[src/rtl/tx_frame_arbiter_if.sv]
// Bundle of request/grant, source stream and framer-side signals for tx_frame_arbiter.
// The slave modport is the arbiter's view; master is the sources/framer side.
interface tx_frame_arbiter_if;
   logic        arpreq,   dhcpreq,   datareq;
   logic        arpgnt,   dhcpgnt,   datagnt;
   logic        arpvalid, dhcpvalid, datavalid;
   logic        arpsof,   dhcpsof,   datasof;
   logic        arpeof,   dhcpeof,   dataeof;
   logic [15:0] arpdata,  dhcpdata,  datadata;
   logic        arpready, dhcpready, dataready;
   logic        txvalid,  txsof,     txeof;
   logic [15:0] txdata;
   logic        txready;
   logic [1:0]  txsrc;
   logic        aborterr;

   modport slave (
      input  arpreq, dhcpreq, datareq,
      input  arpvalid, dhcpvalid, datavalid,
      input  arpsof, dhcpsof, datasof,
      input  arpeof, dhcpeof, dataeof,
      input  arpdata, dhcpdata, datadata,
      input  txready,
      output arpgnt, dhcpgnt, datagnt,
      output arpready, dhcpready, dataready,
      output txvalid, txsof, txeof, txdata,
      output txsrc, aborterr
   );

   modport master (
      output arpreq, dhcpreq, datareq,
      output arpvalid, dhcpvalid, datavalid,
      output arpsof, dhcpsof, datasof,
      output arpeof, dhcpeof, dataeof,
      output arpdata, dhcpdata, datadata,
      output txready,
      input  arpgnt, dhcpgnt, datagnt,
      input  arpready, dhcpready, dataready,
      input  txvalid, txsof, txeof, txdata,
      input  txsrc, aborterr
   );
endinterface

[src/rtl/tx_frame_arbiter.sv]
// Whole-frame arbiter sharing the Ethernet TX framing path between ARP, DHCP and UDP data.
// Grants one source at a time, forwards its stream unbuffered, then holds an inter-frame gap.
module tx_frame_arbiter #(
   parameter int IFG        = 6,
   parameter int SOFTIMEOUT = 255,
   parameter int STARVEMAX  = 4
) (
   input logic              clock,
   input logic              reset,
   tx_frame_arbiter_if.slave bus
);

   localparam logic [1:0] ST_IDLE    = 2'd0;
   localparam logic [1:0] ST_WAITSOF = 2'd1;
   localparam logic [1:0] ST_XFER    = 2'd2;
   localparam logic [1:0] ST_GAP     = 2'd3;

   localparam logic [1:0] SRC_NONE = 2'd0;
   localparam logic [1:0] SRC_ARP  = 2'd1;
   localparam logic [1:0] SRC_DHCP = 2'd2;
   localparam logic [1:0] SRC_DATA = 2'd3;

   localparam int          GAP_LEN    = (IFG < 1) ? 1 : IFG;
   localparam int          TMO_LEN    = (SOFTIMEOUT < 1) ? 1 : SOFTIMEOUT;
   localparam logic [15:0] GAP_LAST   = 16'(GAP_LEN - 1);
   localparam logic [15:0] TMO_LAST   = 16'(TMO_LEN - 1);
   localparam logic [3:0]  STARVE_LIM = 4'(STARVEMAX);

   // Data wins outright once it has been passed over STARVEMAX times in a row.
   function automatic logic [1:0] pick_src(input logic arp, input logic dhcp,
                                           input logic data, input logic starved);
      logic [1:0] src;
      if (data && starved)
         src = SRC_DATA;
      else if (arp)
         src = SRC_ARP;
      else if (dhcp)
         src = SRC_DHCP;
      else if (data)
         src = SRC_DATA;
      else
         src = SRC_NONE;
      return src;
   endfunction

   function automatic logic [2:0] src_to_gnt(input logic [1:0] src);
      logic [2:0] gnt;
      case (src)
         SRC_ARP:  gnt = 3'b001;
         SRC_DHCP: gnt = 3'b010;
         SRC_DATA: gnt = 3'b100;
         default:  gnt = 3'b000;
      endcase
      return gnt;
   endfunction

   logic [1:0]  state_r;
   logic [1:0]  src_r;
   logic [2:0]  gnt_r;
   logic [3:0]  starve_r;
   logic [15:0] tmo_r;
   logic [15:0] gap_r;
   logic        abort_r;

   logic        sel_valid_s, sel_sof_s, sel_eof_s;
   logic [15:0] sel_data_s;
   logic        xfer_phase_s, accept_s, any_req_s;
   logic [1:0]  win_s;
   logic [2:0]  ready_s;
   logic        txvalid_s, txsof_s, txeof_s;
   logic [15:0] txdata_s;

   // Grant mux: select the stream of the currently granted source.
   always_comb begin
      sel_valid_s = 1'b0;
      sel_sof_s   = 1'b0;
      sel_eof_s   = 1'b0;
      sel_data_s  = 16'h0000;
      case (src_r)
         SRC_ARP: begin
            sel_valid_s = bus.arpvalid;  sel_sof_s = bus.arpsof;
            sel_eof_s   = bus.arpeof;    sel_data_s = bus.arpdata;
         end
         SRC_DHCP: begin
            sel_valid_s = bus.dhcpvalid; sel_sof_s = bus.dhcpsof;
            sel_eof_s   = bus.dhcpeof;   sel_data_s = bus.dhcpdata;
         end
         SRC_DATA: begin
            sel_valid_s = bus.datavalid; sel_sof_s = bus.datasof;
            sel_eof_s   = bus.dataeof;   sel_data_s = bus.datadata;
         end
         default: begin
            sel_valid_s = 1'b0;
         end
      endcase
   end

   assign xfer_phase_s = (state_r == ST_WAITSOF) || (state_r == ST_XFER);
   assign accept_s     = xfer_phase_s && sel_valid_s && bus.txready;
   assign any_req_s    = bus.arpreq || bus.dhcpreq || bus.datareq;
   assign win_s        = pick_src(bus.arpreq, bus.dhcpreq, bus.datareq,
                                  starve_r == STARVE_LIM);

   // Forward path: before sof only a sof beat reaches the framer, earlier beats are swallowed.
   always_comb begin
      ready_s   = 3'b000;
      txvalid_s = 1'b0;
      txsof_s   = 1'b0;
      txeof_s   = 1'b0;
      txdata_s  = 16'h0000;
      case (state_r)
         ST_WAITSOF: begin
            ready_s   = gnt_r & {3{bus.txready}};
            txvalid_s = sel_valid_s && sel_sof_s;
            txsof_s   = sel_valid_s && sel_sof_s;
            txeof_s   = sel_valid_s && sel_sof_s && sel_eof_s;
            txdata_s  = sel_data_s;
         end
         ST_XFER: begin
            ready_s   = gnt_r & {3{bus.txready}};
            txvalid_s = sel_valid_s;
            txsof_s   = 1'b0;
            txeof_s   = sel_valid_s && sel_eof_s;
            txdata_s  = sel_data_s;
         end
         default: begin
            ready_s = 3'b000;
         end
      endcase
   end

   // Arbitration FSM with SOF timeout, inter-frame gap and data starvation counter.
   always_ff @(posedge clock or negedge reset) begin
      if (!reset) begin
         state_r  <= ST_IDLE;
         src_r    <= SRC_NONE;
         gnt_r    <= 3'b000;
         starve_r <= 4'd0;
         tmo_r    <= 16'd0;
         gap_r    <= 16'd0;
         abort_r  <= 1'b0;
      end else begin
         abort_r <= 1'b0;
         case (state_r)
            ST_IDLE: begin
               if (any_req_s) begin
                  src_r   <= win_s;
                  gnt_r   <= src_to_gnt(win_s);
                  tmo_r   <= 16'd0;
                  state_r <= ST_WAITSOF;
                  if (win_s == SRC_DATA || !bus.datareq)
                     starve_r <= 4'd0;
                  else if (starve_r != 4'hF)
                     starve_r <= starve_r + 4'd1;
                  else
                     starve_r <= starve_r;
               end else begin
                  starve_r <= 4'd0;
               end
            end
            ST_WAITSOF: begin
               if (accept_s && sel_sof_s) begin
                  tmo_r <= 16'd0;
                  if (sel_eof_s) begin
                     state_r <= ST_GAP;
                     src_r   <= SRC_NONE;
                     gnt_r   <= 3'b000;
                     gap_r   <= 16'd0;
                  end else begin
                     state_r <= ST_XFER;
                  end
               end else if (tmo_r == TMO_LAST) begin
                  abort_r <= 1'b1;
                  state_r <= ST_GAP;
                  src_r   <= SRC_NONE;
                  gnt_r   <= 3'b000;
                  gap_r   <= 16'd0;
               end else begin
                  tmo_r <= tmo_r + 16'd1;
               end
            end
            ST_XFER: begin
               if (accept_s && sel_eof_s) begin
                  state_r <= ST_GAP;
                  src_r   <= SRC_NONE;
                  gnt_r   <= 3'b000;
                  gap_r   <= 16'd0;
               end else begin
                  state_r <= ST_XFER;
               end
            end
            ST_GAP: begin
               if (gap_r == GAP_LAST) begin
                  state_r <= ST_IDLE;
                  gap_r   <= 16'd0;
               end else begin
                  gap_r <= gap_r + 16'd1;
               end
            end
            default: begin
               state_r <= ST_IDLE;
               src_r   <= SRC_NONE;
               gnt_r   <= 3'b000;
            end
         endcase
      end
   end

   assign bus.arpgnt    = gnt_r[0];
   assign bus.dhcpgnt   = gnt_r[1];
   assign bus.datagnt   = gnt_r[2];
   assign bus.arpready  = ready_s[0];
   assign bus.dhcpready = ready_s[1];
   assign bus.dataready = ready_s[2];
   assign bus.txvalid   = txvalid_s;
   assign bus.txsof     = txsof_s;
   assign bus.txeof     = txeof_s;
   assign bus.txdata    = txdata_s;
   assign bus.txsrc     = src_r;
   assign bus.aborterr  = abort_r;

endmodule

[src/flat_wrapper.sv]
// flat-port wrapper written by rule: the top's interface ports become plain ports
module tx_frame_arbiter_flat 
#(
   parameter int IFG        = 6,
   parameter int SOFTIMEOUT = 255,
   parameter int STARVEMAX  = 4
)
  (clock, reset, bus_arpreq, bus_dhcpreq, bus_datareq, bus_arpvalid, bus_dhcpvalid, bus_datavalid, bus_arpsof, bus_dhcpsof, bus_datasof, bus_arpeof, bus_dhcpeof, bus_dataeof, bus_arpdata, bus_dhcpdata, bus_datadata, bus_txready, bus_arpgnt, bus_dhcpgnt, bus_datagnt, bus_arpready, bus_dhcpready, bus_dataready, bus_txvalid, bus_txsof, bus_txeof, bus_txdata, bus_txsrc, bus_aborterr);
  tx_frame_arbiter_if bus_i ();
  input logic clock;
  input logic reset;
  input wire logic [$bits(bus_i.arpreq)-1:0] bus_arpreq;
  input wire logic [$bits(bus_i.dhcpreq)-1:0] bus_dhcpreq;
  input wire logic [$bits(bus_i.datareq)-1:0] bus_datareq;
  input wire logic [$bits(bus_i.arpvalid)-1:0] bus_arpvalid;
  input wire logic [$bits(bus_i.dhcpvalid)-1:0] bus_dhcpvalid;
  input wire logic [$bits(bus_i.datavalid)-1:0] bus_datavalid;
  input wire logic [$bits(bus_i.arpsof)-1:0] bus_arpsof;
  input wire logic [$bits(bus_i.dhcpsof)-1:0] bus_dhcpsof;
  input wire logic [$bits(bus_i.datasof)-1:0] bus_datasof;
  input wire logic [$bits(bus_i.arpeof)-1:0] bus_arpeof;
  input wire logic [$bits(bus_i.dhcpeof)-1:0] bus_dhcpeof;
  input wire logic [$bits(bus_i.dataeof)-1:0] bus_dataeof;
  input wire logic [$bits(bus_i.arpdata)-1:0] bus_arpdata;
  input wire logic [$bits(bus_i.dhcpdata)-1:0] bus_dhcpdata;
  input wire logic [$bits(bus_i.datadata)-1:0] bus_datadata;
  input wire logic [$bits(bus_i.txready)-1:0] bus_txready;
  output wire logic [$bits(bus_i.arpgnt)-1:0] bus_arpgnt;
  output wire logic [$bits(bus_i.dhcpgnt)-1:0] bus_dhcpgnt;
  output wire logic [$bits(bus_i.datagnt)-1:0] bus_datagnt;
  output wire logic [$bits(bus_i.arpready)-1:0] bus_arpready;
  output wire logic [$bits(bus_i.dhcpready)-1:0] bus_dhcpready;
  output wire logic [$bits(bus_i.dataready)-1:0] bus_dataready;
  output wire logic [$bits(bus_i.txvalid)-1:0] bus_txvalid;
  output wire logic [$bits(bus_i.txsof)-1:0] bus_txsof;
  output wire logic [$bits(bus_i.txeof)-1:0] bus_txeof;
  output wire logic [$bits(bus_i.txdata)-1:0] bus_txdata;
  output wire logic [$bits(bus_i.txsrc)-1:0] bus_txsrc;
  output wire logic [$bits(bus_i.aborterr)-1:0] bus_aborterr;
  assign bus_i.arpreq = bus_arpreq;
  assign bus_i.dhcpreq = bus_dhcpreq;
  assign bus_i.datareq = bus_datareq;
  assign bus_i.arpvalid = bus_arpvalid;
  assign bus_i.dhcpvalid = bus_dhcpvalid;
  assign bus_i.datavalid = bus_datavalid;
  assign bus_i.arpsof = bus_arpsof;
  assign bus_i.dhcpsof = bus_dhcpsof;
  assign bus_i.datasof = bus_datasof;
  assign bus_i.arpeof = bus_arpeof;
  assign bus_i.dhcpeof = bus_dhcpeof;
  assign bus_i.dataeof = bus_dataeof;
  assign bus_i.arpdata = bus_arpdata;
  assign bus_i.dhcpdata = bus_dhcpdata;
  assign bus_i.datadata = bus_datadata;
  assign bus_i.txready = bus_txready;
  assign bus_arpgnt = bus_i.arpgnt;
  assign bus_dhcpgnt = bus_i.dhcpgnt;
  assign bus_datagnt = bus_i.datagnt;
  assign bus_arpready = bus_i.arpready;
  assign bus_dhcpready = bus_i.dhcpready;
  assign bus_dataready = bus_i.dataready;
  assign bus_txvalid = bus_i.txvalid;
  assign bus_txsof = bus_i.txsof;
  assign bus_txeof = bus_i.txeof;
  assign bus_txdata = bus_i.txdata;
  assign bus_txsrc = bus_i.txsrc;
  assign bus_aborterr = bus_i.aborterr;
  tx_frame_arbiter #(.IFG(IFG), .SOFTIMEOUT(SOFTIMEOUT), .STARVEMAX(STARVEMAX)) u_core (.clock(clock), .reset(reset), .bus(bus_i));
endmodule
[config.mk]
export PLATFORM = sky130hd
export DESIGN_NAME = tx_frame_arbiter_flat
export DESIGN_NICKNAME = d
export VERILOG_FILES = /design/src/rtl/tx_frame_arbiter_if.sv /design/src/rtl/tx_frame_arbiter.sv /design/src/flat_wrapper.sv
export SDC_FILE = /design/constraint.sdc
export NUM_CORES = 1
export LEC_CHECK = 0
export ABC_CLOCK_PERIOD_IN_PS = 2680
export CAP_MARGIN = 10
export CORE_ASPECT_RATIO = 0.6
export CORE_MARGIN = 4
export CORE_UTILIZATION = 44
export DETAILED_ROUTE_END_ITERATION = 10
export GPL_ROUTABILITY_DRIVEN = 0
export PLACE_DENSITY = 0.89
export SYNTH_ARGS = -nofsm -noshare
export SYNTH_HDL_FRONTEND = slang
export SYNTH_SLANG_ARGS = --single-unit
[constraint.sdc]
create_clock -name clock -period 2.68 [get_ports clock]
set_input_delay 0.536 -clock clock [delete_from_list [all_inputs] [get_ports clock]]
set_output_delay 0.536 -clock clock [all_outputs]
set_load 0.05 [all_outputs]
# ---- After elaboration in Yosys (flattened, before gate mapping)
# Cells that the tools add are included.
dict set report totals {
  output_inout_bits 28
  register_bits 44
  in_bits 63
  word_cells 103
}
dict set report op_classes {
  bitwise 1
  add_sub_neg 3
  muxes 49
  reduce_logical 23
  n_eq_ne 20
}
# cell n
set op_table {}
lappend op_table {{two-way mux 16 bit} 9}
lappend op_table {{case mux 16 bit (3 select lines)} 2}
lappend op_table {{adder 16 x 1 -> 16 bit, second input constant} 2}
lappend op_table {{case mux 16 bit (2 select lines)} 1}
lappend op_table {{two-way mux 2 bit} 13}
lappend op_table {{two-way mux 3 bit} 6}
lappend op_table {{case mux 3 bit (3 select lines)} 2}
lappend op_table {{equality test 16 x 3 -> 1 bit, second input constant} 1}
lappend op_table {{equality test 16 x 8 -> 1 bit, second input constant} 1}
lappend op_table {{equality test 2 bit, second input constant} 6}
lappend op_table {{two-way mux 4 bit} 3}
lappend op_table {{inequality test 3 bit, second input constant} 3}
lappend op_table {{case mux 1 bit (3 select lines)} 3}
lappend op_table {{logical AND 1 bit} 8}
lappend op_table {{case mux 2 bit (4 select lines)} 1}
lappend op_table {{equality test 2 x 1 -> 1 bit, second input constant} 3}
lappend op_table {{two-way mux 1 bit} 6}
lappend op_table {{case mux 2 bit (3 select lines)} 1}
lappend op_table {{AND reduction 3 bit} 2}
lappend op_table {{nonzero test 3 bit} 2}
lappend op_table {{AND reduction 5 bit} 1}
lappend op_table {{adder 4 x 1 -> 4 bit, second input constant} 1}
lappend op_table {{equality test 4 x 3 -> 1 bit, second input constant} 1}
lappend op_table {{logical OR 1 bit} 4}
lappend op_table {{other kinds (12)} 14}

# ---- Longest topological paths before layout
dict set report logic_depth {
  ltp_word 8
  ltp_mapped 11
  ltp_nobuf 8
}

# ---- Worst setup path before layout
# Ideal clock, no wire load.
dict set report synth_path {
  path_kind {register to output}
  start {register u_core.src_r[1] (netlist: u_core.bus.txsrc[1])}
  end {output port bus_txdata[10]}
  stages_incl_launch_ff 6
  slack_ns -0.064
  arrival_ns 2.208
  path_buffers 2
  t_required_ns 2.144
  path_cell_list {dfrtp_1 buf_6 clkbuf_1 mux2_2 a22oi_1 nor2b_1}
}
dict set report synth_via {
  elab_chain_len 3
  elab_cells_between_ends 5
  cone_classes {eq/ne: 3; mux: 2}
}
# item line_no
set synth_rtl {}
lappend synth_rtl {{start, declared} tx_frame_arbiter.sv:58} ;# logic [1:0] src_r;
lappend synth_rtl {{start signal, assigned} tx_frame_arbiter.sv:147} ;# src_r <= win_s;
lappend synth_rtl {{equality test 2 bit / equality test 2 x 1 -> 1 bit (equally long branches)} tx_frame_arbiter.sv:79} ;# case (src_r)
lappend synth_rtl {{case mux 16 bit (3 select lines) *} tx_frame_arbiter.sv:79}
lappend synth_rtl {{two-way mux 16 bit *} tx_frame_arbiter.sv:111} ;# case (state_r)
lappend synth_rtl {{end, declared} flat_wrapper.sv:37} ;# output wire logic [$bits(bus_i.txdata)-1:0] bus_txdata;
# Every way passes the cells marked *; elsewhere a longest branch is shown, timed or not.

# ---- Worst setup path in the final report
dict set report layout_path {
  start {input port bus_datavalid}
  end {register u_core.state_r[1]}
}
dict set report layout_via {
  elab_chain_len 6
  elab_cells_between_ends 8
  cone_classes {eq/ne: 1; mux: 3; reduce/logical: 4}
}
# item line_no
set layout_rtl {}
lappend layout_rtl {{start, declared} flat_wrapper.sv:17} ;# input wire logic [$bits(bus_i.datavalid)-1:0] bus_datavalid;
lappend layout_rtl {{case mux 1 bit (3 select lines) *} tx_frame_arbiter.sv:79}
lappend layout_rtl {{logical AND 1 bit * (2 in a row)} tx_frame_arbiter.sv:99} ;# assign accept_s = xfer_phase_s && sel_valid_s && bus.txready;
lappend layout_rtl {{logical AND 1 bit *} tx_frame_arbiter.sv:162} ;# if (accept_s && sel_sof_s) begin
lappend layout_rtl {{two-way mux 2 bit / inequality test 3 bit (equally long branches)} --}
lappend layout_rtl {{case mux 2 bit (4 select lines) / AND reduction 3 bit (equally long branches)} --}
lappend layout_rtl {{end signal, assigned} tx_frame_arbiter.sv:150} ;# state_r <= ST_WAITSOF;
lappend layout_rtl {{end signal, assigned} tx_frame_arbiter.sv:165} ;# state_r <= ST_GAP;
lappend layout_rtl {{end signal, assigned} tx_frame_arbiter.sv:170} ;# state_r <= ST_XFER;
lappend layout_rtl {{end, declared} tx_frame_arbiter.sv:57} ;# logic [1:0] state_r;
# Marks and branches as above.
# A chain may end at the register's enable or synchronous reset.

==> flow_metrics.tcl <==
set metrics [dict create \
    status "finished, final reports clean" \
    yosys-top-cells-count "dfrtp_1 (44), nand2_1 (30), nor2_1 (26), mux2_2 (24), nor2b_1 (22)" \
    fmax_mhz 388 \
    syn2layout_area_growth_pct 47.7 \
    cts_buffers 5 \
    min_path_type "primary input to async pin" \
    syn_inst 353 \
    grt_pass1_vias 3097 \
    syn_nets 426 \
    synth_edf_count 0 \
    synth.yosys.warnings 0 \
    clock-sinks 44 \
    start_util_pct 46.2 \
    setup_ws_ns 0.103 \
    worst_pin_slew_ns 0.976 \
    htree_levels 2 \
    grtUsageTotal_pct 22.9 \
    seq_area_mm2 0.00110 \
    cts.clk_slew.worst_paths_ns 0.06 \
    die_w_um 117 \
    tritoncts "done" \
    critPathKind "primary input to register" \
    synth_top_cell_by_area "dfrtp_1" \
    synth_area_leaders "dfrtp_1 (35%), mux2_2 (8.6%), o31ai_1 (4.5%)" \
    grt_max_degree 45 \
    nets 530 \
    rsz0062_at_grt "no" \
    relSlewSlack_pct 34.9 \
    ctsLongestPathBuffers 2 \
    fin_crit_ns 2.58 \
    p_total_uw 4720 \
    cts_root_buf "clkbuf_16" \
    avgSynthCellArea_um2 8.94 \
    routed-via-count 3240 \
    drive_above_1_share_pct 22.8 \
    drt_first_pass_iters 4 \
    ant_nets 0 \
    drc 0 \
    crit_required_ns 2.85 \
    critPathLaunchType "primary input" \
    maxCapViolCount 0 \
    fin_worst_skew_ns 0.00327 \
    io-pin-count 91 \
    multi_input_area_mm2 0.00195 \
    path_max_fanout 18 \
    antenna_found_initial 0 \
    drv_slew 0 \
    dp_slack_ns -0.219 \
    via_per_inst 5.96 \
    wl_per_cell_um 18.5 \
    fill_cells 477 \
    grt_pass1_wl_um 15900 \
    crit_family "buffers and inverters" \
    r2r_start "u_core.bus.txsrc[1]" \
    crit_start "bus_datavalid" \
    ys_seq_area_share_pct 34.9 \
    diodes 0 \
    dieArea_mm2 0.00863 \
    cp.arrival_ns 2.75 \
    power.density_mw_per_mm2 1010 \
    synth_area_mm2 0.00315 \
    ys_seq_elements 44 \
    routed_wl_um 10100 \
    clk_latency_ns 0.29 \
    vdd.ir_drop.worst_mv 0.672 \
    ctsHoldBuffers 0 \
    power_leakage_uw 0.00201 \
    path_cells "clkdlybuf4s50_1, mux2i_1, a211oi_2, a21boi_1, nor2b_1, buf_4, nand3b_1, mux2_2" \
    synth-main-ff-cell "dfrtp_1" \
    grt_overflow 0 \
    synth_top_area_share_pct 34.9 \
    crit_buf_inv 2 \
    yosysMostFrequentCell "dfrtp_1" \
    place_area_mm2 0.00452 \
    ys_types 53 \
    dp_hpwl_um 7840 \
    fin_crit_sh_pct 96.1 \
    port_buffers 90 \
    crit_slowest_cell "clkdlybuf4s50_1" \
    postCtsSetupBuffers 0 \
    drt_iter0_drc 295 \
    finalHoldViolCount 0 \
    coreArea_mm2 0.00682 \
    rows 23 \
    holdWs_ns 0.410 \
    finalSetupViolCount 0 \
    slowest_delay_ns 0.41 \
    cts_resized 0 \
    die_y_um 73.6 \
    synthArstFlopShare_pct 100 \
    critPathCaptureType "register" \
    final_design_area_no_fill_mm2 0.00466 \
]
[flip-flops by register name, indices dropped and copies added, names as in the netlist]
name / flops
u_core.starve_r: 4
u_core.gnt_r: 3
u_core.state_r: 2
u_core.gap_r: 16
u_core.tmo_r: 16
u_core.bus.txsrc: 2
u_core.bus.aborterr: 1
[stage by stage]
| stage | std cells | utilization, % | setup TNS (ns) |
|---|---|---|---|
| 3_3_place_gp | 537 | 66.2 | -1.53 |
| 2_1_floorplan | 353 | - | 0 |
| 3_5_place_dp | 537 | 66.2 | -3.43 |
| 6_report | 544 | 68.3 | 0 |
| 4_1_cts | 544 | 68.2 | 0 |
| 5_1_grt | 544 | 68.3 | 0 |
[per-layer routing]
metal / up-vias / GRT usage (%) / part of all wire (%)
li1: 1509 / - / -
met1: 1572 / 31.3 / 44
met4: 0 / 7.80 / 2.5
met2: 132 / 36.5 / 48
met5: - / 0 / 0
met3: 27 / 5.15 / 5.1
[placed cells by master (no fill, tap or decap), types with 3 or more instances in the layout]
cell type / netlist / final
a21oi_1: 14 / 13
a21oi_2: 2 / 3
a22oi_1: 16 / 16
a31oi_1: 4 / 4
and3_1: 15 / 15
buf_12: 0 / 23
buf_4: 0 / 25
clkbuf_16: 0 / 5
clkdlybuf4s50_1: 0 / 67
dfrtp_1: 44 / 44
ha_1: 10 / 10
inv_1: 10 / 10
mux2_2: 24 / 24
mux2i_1: 5 / 5
nand2_1: 30 / 30
nand2b_1: 4 / 4
nand3_1: 17 / 17
nand3b_1: 3 / 3
nand4_1: 3 / 3
nor2_1: 26 / 26
nor2b_1: 22 / 13
nor2b_2: 0 / 9
nor3_1: 5 / 5
nor4_1: 4 / 4
o21ai_0: 16 / 16
o31ai_1: 19 / 19
o31ai_2: 5 / 5
xor2_1: 4 / 4
[power by group]
group | total [µW] | internal, µW | switching (µW)
clock network | 579 | 339 | 241
registers | 862 | 753 | 110
logic | 3280 | 1430 | 1850
[logic make-up after synthesis]
| family | after synthesis | share of synthesized area [%] |
|---|---|---|
| xor gates and xnor gates | 6 | 1.67 |
| DFF | 44 | 34.9 |
| adders and majority gates | 10 | 3.97 |
| AOI/OAI and AO/OA | 95 | 21.7 |
| muxes | 29 | 10.2 |
| and+or+nand+nor | 140 | 23.5 |
| buffers and inverters | 29 | 4.13 |
[worst register-to-register path, stage by stage (launching register included)]
cell	delay, ns
dfrtp_1	0.53
mux2i_1	0.37
a211oi_2	0.13
a21boi_1	0.18
nor2b_1	0.34
buf_4	0.31
nand3b_1	0.20
mux2_2	0.35
[path summary, 6_finish.rpt]
check                                 endpoint  slack, ns  depth (start not counted)
setup reg to reg             u_core.state_r[1]       0.15                          7
max in group asynchronous      u_core.gnt_r[2]       1.67                          1
setup / recovery             u_core.state_r[1]       0.10                          8
min in group clock            u_core.tmo_r[14]       0.51                          1
hold reg to reg               u_core.tmo_r[14]       0.51                          1
hold / removal             u_core.bus.aborterr       0.41                          1
[final cells by class]
type,count,area share (%)
tap,87,2.34
clock inverter,1,0.107
multi-input combinational,280,41.9
clock buffer,6,2.77
sequential,44,23.6
inverter,10,0.806
timing repair buffer,116,28.4
(Power assumes the default switching activity.)
